## config.mk

```make
export PLATFORM = sky130hd
export DESIGN_NAME = pc_sequencer
export DESIGN_NICKNAME = d
export VERILOG_FILES = /design/src/rtl/pc_sequencer.sv
export SDC_FILE = /design/constraint.sdc
export NUM_CORES = 1
export LEC_CHECK = 0
export CAP_MARGIN = 20
export CORE_UTILIZATION = 37
export CTS_CLUSTER_DIAMETER = 80
export DETAILED_ROUTE_END_ITERATION = 8
export PLACE_DENSITY = 0.71
export SKIP_LAST_GASP = 1
export SLEW_MARGIN = 20
export SYNTH_ARGS = -nofsm -noshare
export SYNTH_HDL_FRONTEND = slang
export SYNTH_SLANG_ARGS = --single-unit
```

## constraint.sdc

```tcl
create_clock -name clk -period 1.4 [get_ports clk]
set_input_delay 0.14 -clock clk [delete_from_list [all_inputs] [get_ports clk]]
set_output_delay 0.14 -clock clk [all_outputs]
set_load 0.1 [all_outputs]
```

## src/rtl/pc_sequencer.sv

```systemverilog
// Program-counter stage: advances or branches the PC and converts DELAY instructions into
// a delayEn request. It then holds the PC until the external delay counter releases pcEn.
module pc_sequencer #(
   parameter int unsigned         PC_WIDTH     = 8,
   parameter int unsigned         INSTR_WIDTH  = 16,
   parameter logic [PC_WIDTH-1:0] RESET_PC     = '0,
   parameter logic [3:0]          DELAY_OPCODE = 4'hF,
   parameter int unsigned         ACK_TIMEOUT  = 4
) (
   input  logic                   clk,
   input  logic                   rst_n,
   input  logic [INSTR_WIDTH-1:0] instr,
   input  logic                   instrValid,
   input  logic                   branchEn,
   input  logic [PC_WIDTH-1:0]    branchTarget,
   input  logic                   pcEn,
   output logic [PC_WIDTH-1:0]    pc,
   output logic                   delayEn,
   output logic                   stalled,
   output logic                   timeoutErr
);

   localparam int unsigned        CNT_W    = (ACK_TIMEOUT > 1) ? $clog2(ACK_TIMEOUT) : 1;
   localparam logic [CNT_W-1:0]   ACK_LAST = CNT_W'(ACK_TIMEOUT - 1);

   typedef enum logic [1:0] {
      ST_RUN,
      ST_REQ,
      ST_WAIT
   } state_t;

   state_t           state;
   logic [CNT_W-1:0] ack_cnt;
   logic [3:0]       opcode;
   logic             is_delay;

   assign opcode   = instr[INSTR_WIDTH-1 -: 4];
   assign is_delay = instrValid && (opcode == DELAY_OPCODE);

   // Only the opcode field steers this stage; the operand bits belong to later stages.
   logic unused_operand;
   assign unused_operand = ^instr[INSTR_WIDTH-5:0];

   // NOTE: every state register is written with <= so that all of them update from
   // the same pre-edge values, whatever order the statements below appear in.
   always_ff @(posedge clk or negedge rst_n) begin
      if (!rst_n) begin
         state      <= ST_RUN;
         pc         <= RESET_PC;
         delayEn    <= 1'b0;
         stalled    <= 1'b0;
         timeoutErr <= 1'b0;
         ack_cnt    <= '0;
      end else begin
         unique case (state)
            ST_RUN: begin
               if (pcEn) begin
                  if (branchEn) begin
                     pc <= branchTarget;
                  end else if (is_delay) begin
                     pc      <= pc + 1'b1;
                     delayEn <= 1'b1;
                     stalled <= 1'b1;
                     ack_cnt <= '0;
                     state   <= ST_REQ;
                  end else if (instrValid) begin
                     pc <= pc + 1'b1;
                  end
               end
            end

            ST_REQ: begin
               ack_cnt <= ack_cnt + 1'b1;
               // pcEn falling is the counter's acknowledge and takes precedence over timeout.
               if (!pcEn) begin
                  delayEn <= 1'b0;
                  state   <= ST_WAIT;
               end else if (ack_cnt == ACK_LAST) begin
                  timeoutErr <= 1'b1;
                  delayEn    <= 1'b0;
                  stalled    <= 1'b0;
                  state      <= ST_RUN;
               end
            end

            ST_WAIT: begin
               if (pcEn) begin
                  stalled <= 1'b0;
                  state   <= ST_RUN;
               end
            end

            default: state <= ST_RUN;
         endcase
      end
   end

endmodule

```

=== Yosys cells after proc, flatten, opt, wreduce, memory -nomap -nowiden ===
Index checks and enable logic that the tools add are counted.

* Muxes and demuxes: 23
* Reduce and logical (&&, ||, !) cells: 11
* Add/subtract/negate cells: 2
* Equal/unequal tests: 11

{| class="wikitable"
|+ Operators with widths
! kind !! count
|-
| $mux W8 || 3
|-
| $mux W2 || 9
|-
| $ne A2 B2 Y1 const B || 6
|-
| $reduce_and A5 Y1 || 2
|-
| $add A8 B1 Y8 const B || 1
|-
| $mux W1 || 7
|-
| $reduce_and A7 Y1 || 1
|-
| $pmux W2 S3 || 1
|-
| $reduce_and A3 Y1 || 2
|-
| $reduce_bool A3 Y1 || 2
|-
| $eq A2 B2 Y1 const B || 2
|-
| $eq A4 B4 Y1 const B || 1
|-
| $pmux W2 S2 || 1
|-
| $reduce_and A4 Y1 || 1
|-
| $ne A3 B3 Y1 const B || 1
|-
| $pmux W1 S3 || 1
|-
| $add A2 B1 Y2 const B || 1
|-
| $eq A2 B1 Y1 const B || 1
|-
| $logic_not A2 Y1 || 1
|-
| $pmux W1 S2 || 1
|-
| $reduce_bool A2 Y1 || 1
|-
| $logic_and A1 B1 Y1 || 1
|}

* Bits in registers: 15
* Output and inout bits: 11
* Bits of input ports: 29

=== Depth between registers and ports, before layout ===
Gate-level depths: netlist (run 1).

* Depth in word-level cells: 6
* Gate-level depth with buffers: 7
* Gate-level depth less buffers: 6

=== Worst setup path after synthesis (run 1) ===
OpenSTA, ideal clock, no wires.

* Path kind: register -> register
* Start point: register pc[0]
* End point: register pc[4]
* Buffers on the path: 0
* Slack: -0.642 ns
* Arrival time: 1.973 ns
* Data required time: 1.331 ns
* Clock period less this slack: 2.042 ns
* Cell stages (with the launch flop): 6
* Path through: dfrtp_1 > ha_1 > nand4_1 > or3_1 > a21oi_1 > a221o_1

* Cells in the longest elaborated chain, start to end: 4

{| class="wikitable"
|+ Ends and longest elaborated chain
! item !! RTL line !! RTL
|-
| start: declaration || 17 || <nowiki>output logic [PC_WIDTH-1:0] pc,</nowiki>
|-
| start signal: assignment || 59 || <nowiki>pc <= branchTarget;</nowiki>
|-
| start signal: assignment || 61 || <nowiki>pc <= pc + 1'b1;</nowiki>
|-
| start signal: assignment || 67 || <nowiki>pc <= pc + 1'b1;</nowiki>
|-
| $add A8 B1 Y8 (*) || 61, 67 ||
|-
| $mux W8 || 66 || <nowiki>end else if (instrValid) begin</nowiki>
|-
| $mux W8 (*) || 60 || <nowiki>end else if (is_delay) begin</nowiki>
|-
| $mux W8 (*) || 58 || <nowiki>if (branchEn) begin</nowiki>
|}

Every way passes the cells marked *; elsewhere a longest branch is shown, timed or not. The select of a mux whose other input is x is not followed.
A chain may end at the register's enable or synchronous reset.

=== Worst setup path in the final report (run 1) ===
Same ends and word-level chain as after synthesis.

==> results.yml, run 1 <==
status:
  run_status: "finished, violations left"
  violations: "negative setup slack"
finish:
  final_common_cell: "buf_4"
  diodes: 0
  area_growth_pct: 70.9
  fin_nets: 184
  final_cell_mix: "buf_4 (19), clkdlybuf4s50_1 (15), buf_12 (11)"
  drive_gt1_share_pct: 37.8
  final_area_sq_um: 1590
  fillers: 180
  final_cells: 176
timing:
  finalSetupViolations: 1
  hold_viol: 0
  final_max_slew_viol_count: 0
  layout_min_cycle_time_ns: 1.41
  worst_clock_skew_ns: 0.00342
  fmax_mhz: 710
  rsz0062_at_grt: "true"
  layout_setup_ws_ns: -0.00774
  relSlewSlack_pct: 79.3
  fin_crit_sh_pct: 101
  tightest_slew_ns: 0.309
cts:
  cts_tree: "yes"
  clock-root-buffer: "clkbuf_4"
  cts.clk_slew.worst_paths_ns: 0.10
  insertion_delay_ns: 0.30
  htree_levels: 1
  clock_path_buffers: 2
  cts_buffers: 3
  cts.sinks: 15
critical_path:
  reg2reg_from: "pc[0]"
  critPathSlowestCell: "dfrtp_4"
  crit_arrival_ns: 1.65
  path_cells: "ha_4 -> nand4_1 -> or3_4 -> a21oi_2 -> a221o_1"
  path_class: "reg -> reg"
  path_delay_family: "simple AND/OR/NAND/NOR gates"
  startpoint_type: "register"
  cp_num_buf_inv: 0
  end_kind: "register"
  cp_max_fo: 4
  required_ns: 1.64
  slowest_delay_ns: 0.46
  reg2reg_slack_ns: -0.008
  crit_start: "pc[0]"
hold_path:
  min_path_type: "in -> async"
power:
  cellPowerDensity_nw_per_um2: 2340
  p_leak_nw: 0.680
  p_total_mw: 3.73
  ir_drop_mv: 1.71
logic_synthesis:
  yosysWarningCount: 0
  synth_seq_area_share_pct: 40.3
  syn_inst: 101
  synth_edf_count: 0
  syn_area_sq_um: 932
  syn_nets: 136
  ys_seq_elements: 15
  yosys_most_used_dff: "dfrtp_1"
  syn_area_per_cell_sq_um: 9.23
  synthArstFlopShare_pct: 100
  synth.distinct_cells: 31
placement:
  portBuffers: 27
  place_area_sq_um: 1510
  pre_cts_ws_ns: -0.331
  routabilityCongestion: 0.794
  dp.cells: 169
  dp_hpwl_mm: 1.79
route:
  drt.antenna.violating_nets: 0
  viasPerCell: 5.31
  wl_mm: 2.47
  drtPass1Iterations: 4
  remaining_drc_errors: 0
  vias: 935
  drt_iter0_markers: 14
  wire_per_inst_microns: 14.0
global_routing:
  grt_usage_pct: 19.0
  grt_pass1_vias: 836
  grt_pass1_wl_mm: 3.73
  grt_overflow_total: 0
  antenna_found_initial: 0
  grt_max_degree: 16
die:
  num_rows: 17
  die_area_sq_um: 2720
  die_y_microns: 52.2
  initial_core_util_pct: 40.6
  coreArea_sq_um: 2300
  num_io_pins: 40
  die_w_microns: 52.2
run:
  cap_viol_max_count: 0
==> kinds of logic after synthesis <==
| group | Yosys count | share of synthesized area [%] |
|---|---|---|
| AO/OA/AOI/OAI | 32 | 23.6 |
| buffers and inverters | 8 | 3.89 |
| multiplexers | 5 | 5.37 |
| flip-flops | 15 | 40.3 |
| AND/OR/NAND/NOR | 35 | 18.8 |
| adder cells (fa/ha/maj) | 6 | 8.05 |
==> routing by layer <==
metal,wire length [microns],up-vias,global-route usage (%)
li1,-,466,-
met1,1150,435,25.8
met2,1130,28,28.0
met3,121,6,2.90
met4,65,0,11.8
met5,0,-,0
==> what timing repair did <==
item                       4_1_cts  5_1_grt
setup endpoints to repair        7        9
pin swaps                        2        7
resized for setup                4        8
buffers inserted                 1        2
hold buffers                     0        0
==> area by class of cell <==
| type | instances | area, sq um | area share [%] |
|---|---|---|---|
| Tap cell | 28 | 35.0 | 2.20 |
| Timing Repair Buffer | 46 | 526 | 33.0 |
| Sequential cell | 15 | 399 | 25.1 |
| Inverter | 5 | 18.8 | 1.18 |
| Multi-Input combinational cell | 78 | 588 | 36.9 |
| Clock buffer | 4 | 26.3 | 1.65 |
==> path summary, 6_finish.rpt <==
path / end / depth (start not counted)
worst min-delay path: pc[5] / 2
max in group asynchronous: pc[1] / 2
worst max-delay path: pc[4] / 5
min in group clk: pc[1] / 3
worst min register to register: ack_cnt[1] / 1
worst max register to register: pc[4] / 5
==> synthesized netlist by cell type, types with 2 or more instances <==
library cell	number	area [sq um]
nor3_1	2	10.0
nor2_1	9	33.8
buf_2	2	10.0
dfrtp_1	15	375
ha_1	6	75.1
a21oi_1	11	55.1
or3_1	3	18.8
nand4_1	2	12.5
nand3b_1	2	15.0
a221o_1	2	20.0
o21ai_0	6	30.0
mux2i_1	5	50.1
inv_1	5	18.8
nand2_1	11	41.3
nor2b_1	2	12.5
o22ai_1	3	18.8
==> worst register-to-register path, delay by kind of cell, from the launching register on <==
| kind | cells | cell delay [ns] |
|---|---|---|
| and+or+nand+nor | 2 | 0.53 |
| DFF | 1 | 0.46 |
| AOI/OAI and AO/OA | 2 | 0.22 |
| adders and majority gates | 1 | 0.14 |
==> through the flow <==
step                      hold WS [ns]  util (%)  TNS [ns]
after floorplan                 -0.156         -    -0.306
after global placement           0.477      65.6     -1.67
after detailed placement         0.478      65.6     -2.03
after CTS                        0.164      67.6  -0.00214
after global routing             0.167      69.3    -0.205
final                            0.152      69.3  -0.00774
==> registers in the layout, indices dropped and copies added, names as in the netlist <==
register / flops
state: 2
ack_cnt: 2
delayEn: 1
stalled: 1
pc: 8
timeoutErr: 1
==> where the power goes <==
| part | internal, mW | leakage [nW] | switching [mW] |
|---|---|---|---|
| clock network | 0.111 | 0.0150 | 0.163 |
| registers | 0.640 | 0.175 | 0.244 |
| logic | 1.08 | 0.490 | 1.49 |
| total | 1.83 | 0.680 | 1.90 |
Power figures use the tool's default switching activity.
==> run 2, diff against run 1 <==
SKIP_CTS_REPAIR_TIMING = 1   (was default)
==> results.yml, run 2 (synthesis results as in run 1) <==
status:
  run_status: "finished, violations left"
  violations: "negative setup slack"
global_routing:
  grt_pass1_wl_mm: 3.69
  grt_usage_pct: 18.8
  grt_max_degree: 16
  antenna_found_initial: 0
  grt_overflow_total: 0
  grt_pass1_vias: 840
route:
  wire_per_inst_microns: 14.0
  drtPass1Iterations: 4
  vias: 931
  drt_iter0_markers: 14
  drt.antenna.violating_nets: 0
  wl_mm: 2.48
  remaining_drc_errors: 0
  viasPerCell: 5.26
timing:
  rsz0062_at_grt: "true"
  fmax_mhz: 707
  hold_viol: 0
  worst_clock_skew_ns: 0.00547
  finalSetupViolations: 1
  fin_crit_sh_pct: 101
  relSlewSlack_pct: 79.1
  tightest_slew_ns: 0.313
  layout_setup_ws_ns: -0.0153
  final_max_slew_viol_count: 0
  layout_min_cycle_time_ns: 1.42
critical_path:
  crit_arrival_ns: 1.66
  cp_max_fo: 5
  path_cells: "ha_4 -> nand4_1 -> or3_4 -> a21oi_2 -> a221o_1"
  reg2reg_slack_ns: -0.02
  startpoint_type: "register"
  path_class: "reg -> reg"
  end_kind: "register"
  required_ns: 1.64
  r2r.worst_path.cells: 5
  reg2reg_from: "pc[1]"
  slowest_delay_ns: 0.47
  critPathSlowestCell: "dfrtp_4"
  rr_endpoint: "pc[4]"
die:
  coreArea_sq_um: 2300
  die_w_microns: 52.2
  num_rows: 17
  num_io_pins: 40
  initial_core_util_pct: 40.6
  die_area_sq_um: 2720
  die_y_microns: 52.2
placement:
  routabilityCongestion: 0.794
  dp.cells: 169
  dp_hpwl_mm: 1.79
  portBuffers: 27
finish:
  diodes: 0
  final_cell_mix: "buf_4 (20), clkdlybuf4s50_1 (15), buf_12 (11)"
  largest-register: "pc"
  area_growth_pct: 74.6
  drive_gt1_share_pct: 39.6
  largest_reg_flops: 8
  fin_nets: 185
  final_common_cell: "buf_4"
  largestRegisters: "pc (8), ack_cnt (2), state (2)"
  final_util_pct: 70.9
  final_cells: 177
cts:
  insertion_delay_ns: 0.30
  clock_path_buffers: 2
  cts_buffers: 3
  htree_levels: 1
  clock-root-buffer: "clkbuf_4"
  cts.sinks: 15
  cts.clk_slew.worst_paths_ns: 0.10
  cts_tree: "yes"
power:
  p_leak_nw: 0.691
  p_total_mw: 3.78
  cellPowerDensity_nw_per_um2: 2320
  ir_drop_mv: 1.70
run:
  cap_viol_max_count: 0
hold_path:
  min_path_type: "in -> async"
## run 2: cell count changes in the layout (fill, tap and decap cells not counted), sizes merged
| cell | before | now |
|---|---|---|
| buf | 30 | 31 |
## run 2: layout make-up
cell class                 instances  area [sq um]
clock buffer                       4          26.3
fill                             177           669
inverter                           5          18.8
multi-input combinational         78           616
sequential                        15           399
tap                               28          35.0
timing repair buffer              47           533
## run 2: worst max path at each step
| stage | start | to | depth (start not counted) |
|---|---|---|---|
| after global placement | instrValid | ack_cnt[0] | 5 |
| after floorplan | pc[0] | pc[4] | 5 |
| final | pc[1] | pc[4] | 5 |
| after global routing | pc[1] | pc[4] | 5 |
| after detailed placement | instrValid | ack_cnt[0] | 5 |
| after CTS | state[1] | pc[4] | 6 |
## run 2: power breakdown
part           switching (mW)  leakage, nW  total, mW  internal, mW
sequential              0.244        0.175      0.884         0.640
clock                   0.162       0.0150      0.273         0.111
combinational            1.51        0.501       2.62          1.10
## run 2: through the flow
stage | setup WS, ns | setup TNS (ns) | cell area (sq um) | hold slack (ns)
after floorplan | -0.135 | -0.306 | 992 | -0.156
after global placement | -0.282 | -1.67 | 1510 | 0.477
after detailed placement | -0.331 | -2.03 | 1510 | 0.478
after CTS | -0.0877 | -0.261 | 1530 | 0.164
after global routing | -0.0603 | -0.187 | 1630 | 0.162
final | -0.0153 | -0.0153 | 1630 | 0.148
## run 2: metal layers
metal / wire [microns] / track usage, % / up-vias
li1: - / - / 471
met1: 1140 / 25.2 / 427
met2: 1160 / 27.4 / 26
met3: 100 / 2.90 / 7
met4: 77 / 13.2 / 0
met5: 0 / 0 / -
## run 2: critical path: cells and delay by family, from the launching register on
family                     cells  cell delay, ns
AOI/OAI and AO/OA              2            0.22
adders and majority gates      1            0.13
DFF                            1            0.47
and+or+nand+nor                2            0.53
==> run 3, diff against run 2 <==
GPL_TIMING_DRIVEN = 0   (was default)
==> results.yml, run 3 (synthesis results as in run 1) <==
status:
  run_status: "finished, violations left"
  violations: "negative setup slack"
cts:
  htree_levels: 1
  insertion_delay_ns: 0.30
  cts_buffers: 3
  cts.sinks: 15
  cts_tree: "yes"
  cts.clk_slew.worst_paths_ns: 0.10
  clock-root-buffer: "clkbuf_4"
  clock_path_buffers: 2
placement:
  pre_cts_ws_ns: -0.393
  place_area_sq_um: 1290
  portBuffers: 26
  routabilityCongestion: 0.754
  dp_hpwl_mm: 1.61
critical_path:
  startpoint_type: "register"
  crit_arrival_ns: 1.76
  cp_max_fo: 7
  path_delay_family: "flip-flops"
  cp_num_buf_inv: 2
  end_kind: "register"
  path_class: "reg -> reg"
  reg2reg_slack_ns: -0.12
  slowest_delay_ns: 0.44
  required_ns: 1.64
  path_cells: "inv_2 -> ha_4 -> buf_8 -> nand2_4 -> or3_1 -> a21oi_1 -> a221o_1"
  critPathSlowestCell: "dfrtp_1"
finish:
  area_growth_pct: 44.8
  multi_input_area_sq_um: 578
  fillers: 214
  largestRegisters: "pc (8), ack_cnt (2), state (2)"
  final-seq-area_sq_um: 399
  final_util_pct: 58.8
  final_cell_mix: "clkdlybuf4s50_1 (14), a21oi_1 (11), clkbuf_2 (11)"
  fin_nets: 175
  final_area_sq_um: 1350
  largest_reg_flops: 8
  drive_gt1_share_pct: 33.8
  largest-register: "pc"
  diodes: 0
  final_common_cell: "clkdlybuf4s50_1"
timing:
  fmax_mhz: 658
  rsz0062_at_grt: "true"
  hold_viol: 0
  layout_min_cycle_time_ns: 1.52
  holdWs_ns: 0.245
  tightest_slew_ns: 0.683
  relSlewSlack_pct: 54.3
  fin_crit_sh_pct: 109
  layout_setup_ws_ns: -0.120
  final_max_slew_viol_count: 0
  worst_clock_skew_ns: 0.00142
  finalSetupViolations: 8
route:
  drt.antenna.violating_nets: 0
  vias: 929
  remaining_drc_errors: 0
  wire_per_inst_microns: 13.9
  drtPass1Iterations: 5
  drt_iter0_markers: 17
  viasPerCell: 5.56
  wl_mm: 2.32
power:
  ir_drop_mv: 1.44
  cellPowerDensity_nw_per_um2: 2380
  p_leak_nw: 0.582
global_routing:
  grt_overflow_total: 0
  grt_usage_pct: 18.0
  grt_max_degree: 16
  grt_pass1_wl_mm: 3.51
  antenna_found_initial: 0
  grt_pass1_vias: 791
run:
  cap_viol_max_count: 0
die:
  die_w_microns: 52.2
  die_area_sq_um: 2720
  num_rows: 17
  coreArea_sq_um: 2300
  num_io_pins: 40
  initial_core_util_pct: 40.6
  die_y_microns: 52.2
hold_path:
  min_path_type: "in -> async"
==> run 3: worst paths after layout <==
path / end / depth (start not counted) / start
max in group asynchronous: pc[1] / 1 / rst_n
min reg2reg: timeoutErr / 1 / timeoutErr
max: pc[4] / 7 / state[1]
min in group clk: state[0] / 3 / pcEn
min: stalled / 1 / rst_n
max reg2reg: pc[4] / 7 / state[1]
==> run 3: where the power goes <==
group          internal [mW]  switching (mW)  total, mW
combinational          0.653            1.45       2.11
sequential             0.640           0.198      0.838
clock                  0.111           0.163      0.274
==> run 3: area by class of cell <==
class	count	share of cell area [%]
Clock buffer	4	1.95
Buffer	3	1.85
Tap cell	28	2.60
Timing Repair Buffer	34	19.8
Multi-Input combinational cell	78	42.8
Inverter	5	1.39
Sequential cell	15	29.6
==> run 3: through the flow <==
stage               total power, mW  TNS, ns  std cells
floorplan                      2.37   -0.306        101
global placement               2.80    -5.37        155
detailed placement             2.82    -5.59        155
CTS                            3.09    -7.55        159
global route                   3.40    -1.29        167
finish                         3.22   -0.683        167
==> run 3: layer usage <==
metal | vias to the layer above | routed length [microns] | global-route usage [%]
met5 | - | 0 | 0
met4 | 0 | 56 | 10.5
met3 | 7 | 172 | 3.77
met2 | 32 | 1040 | 25.9
met1 | 437 | 1060 | 24.5
li1 | 453 | - | -
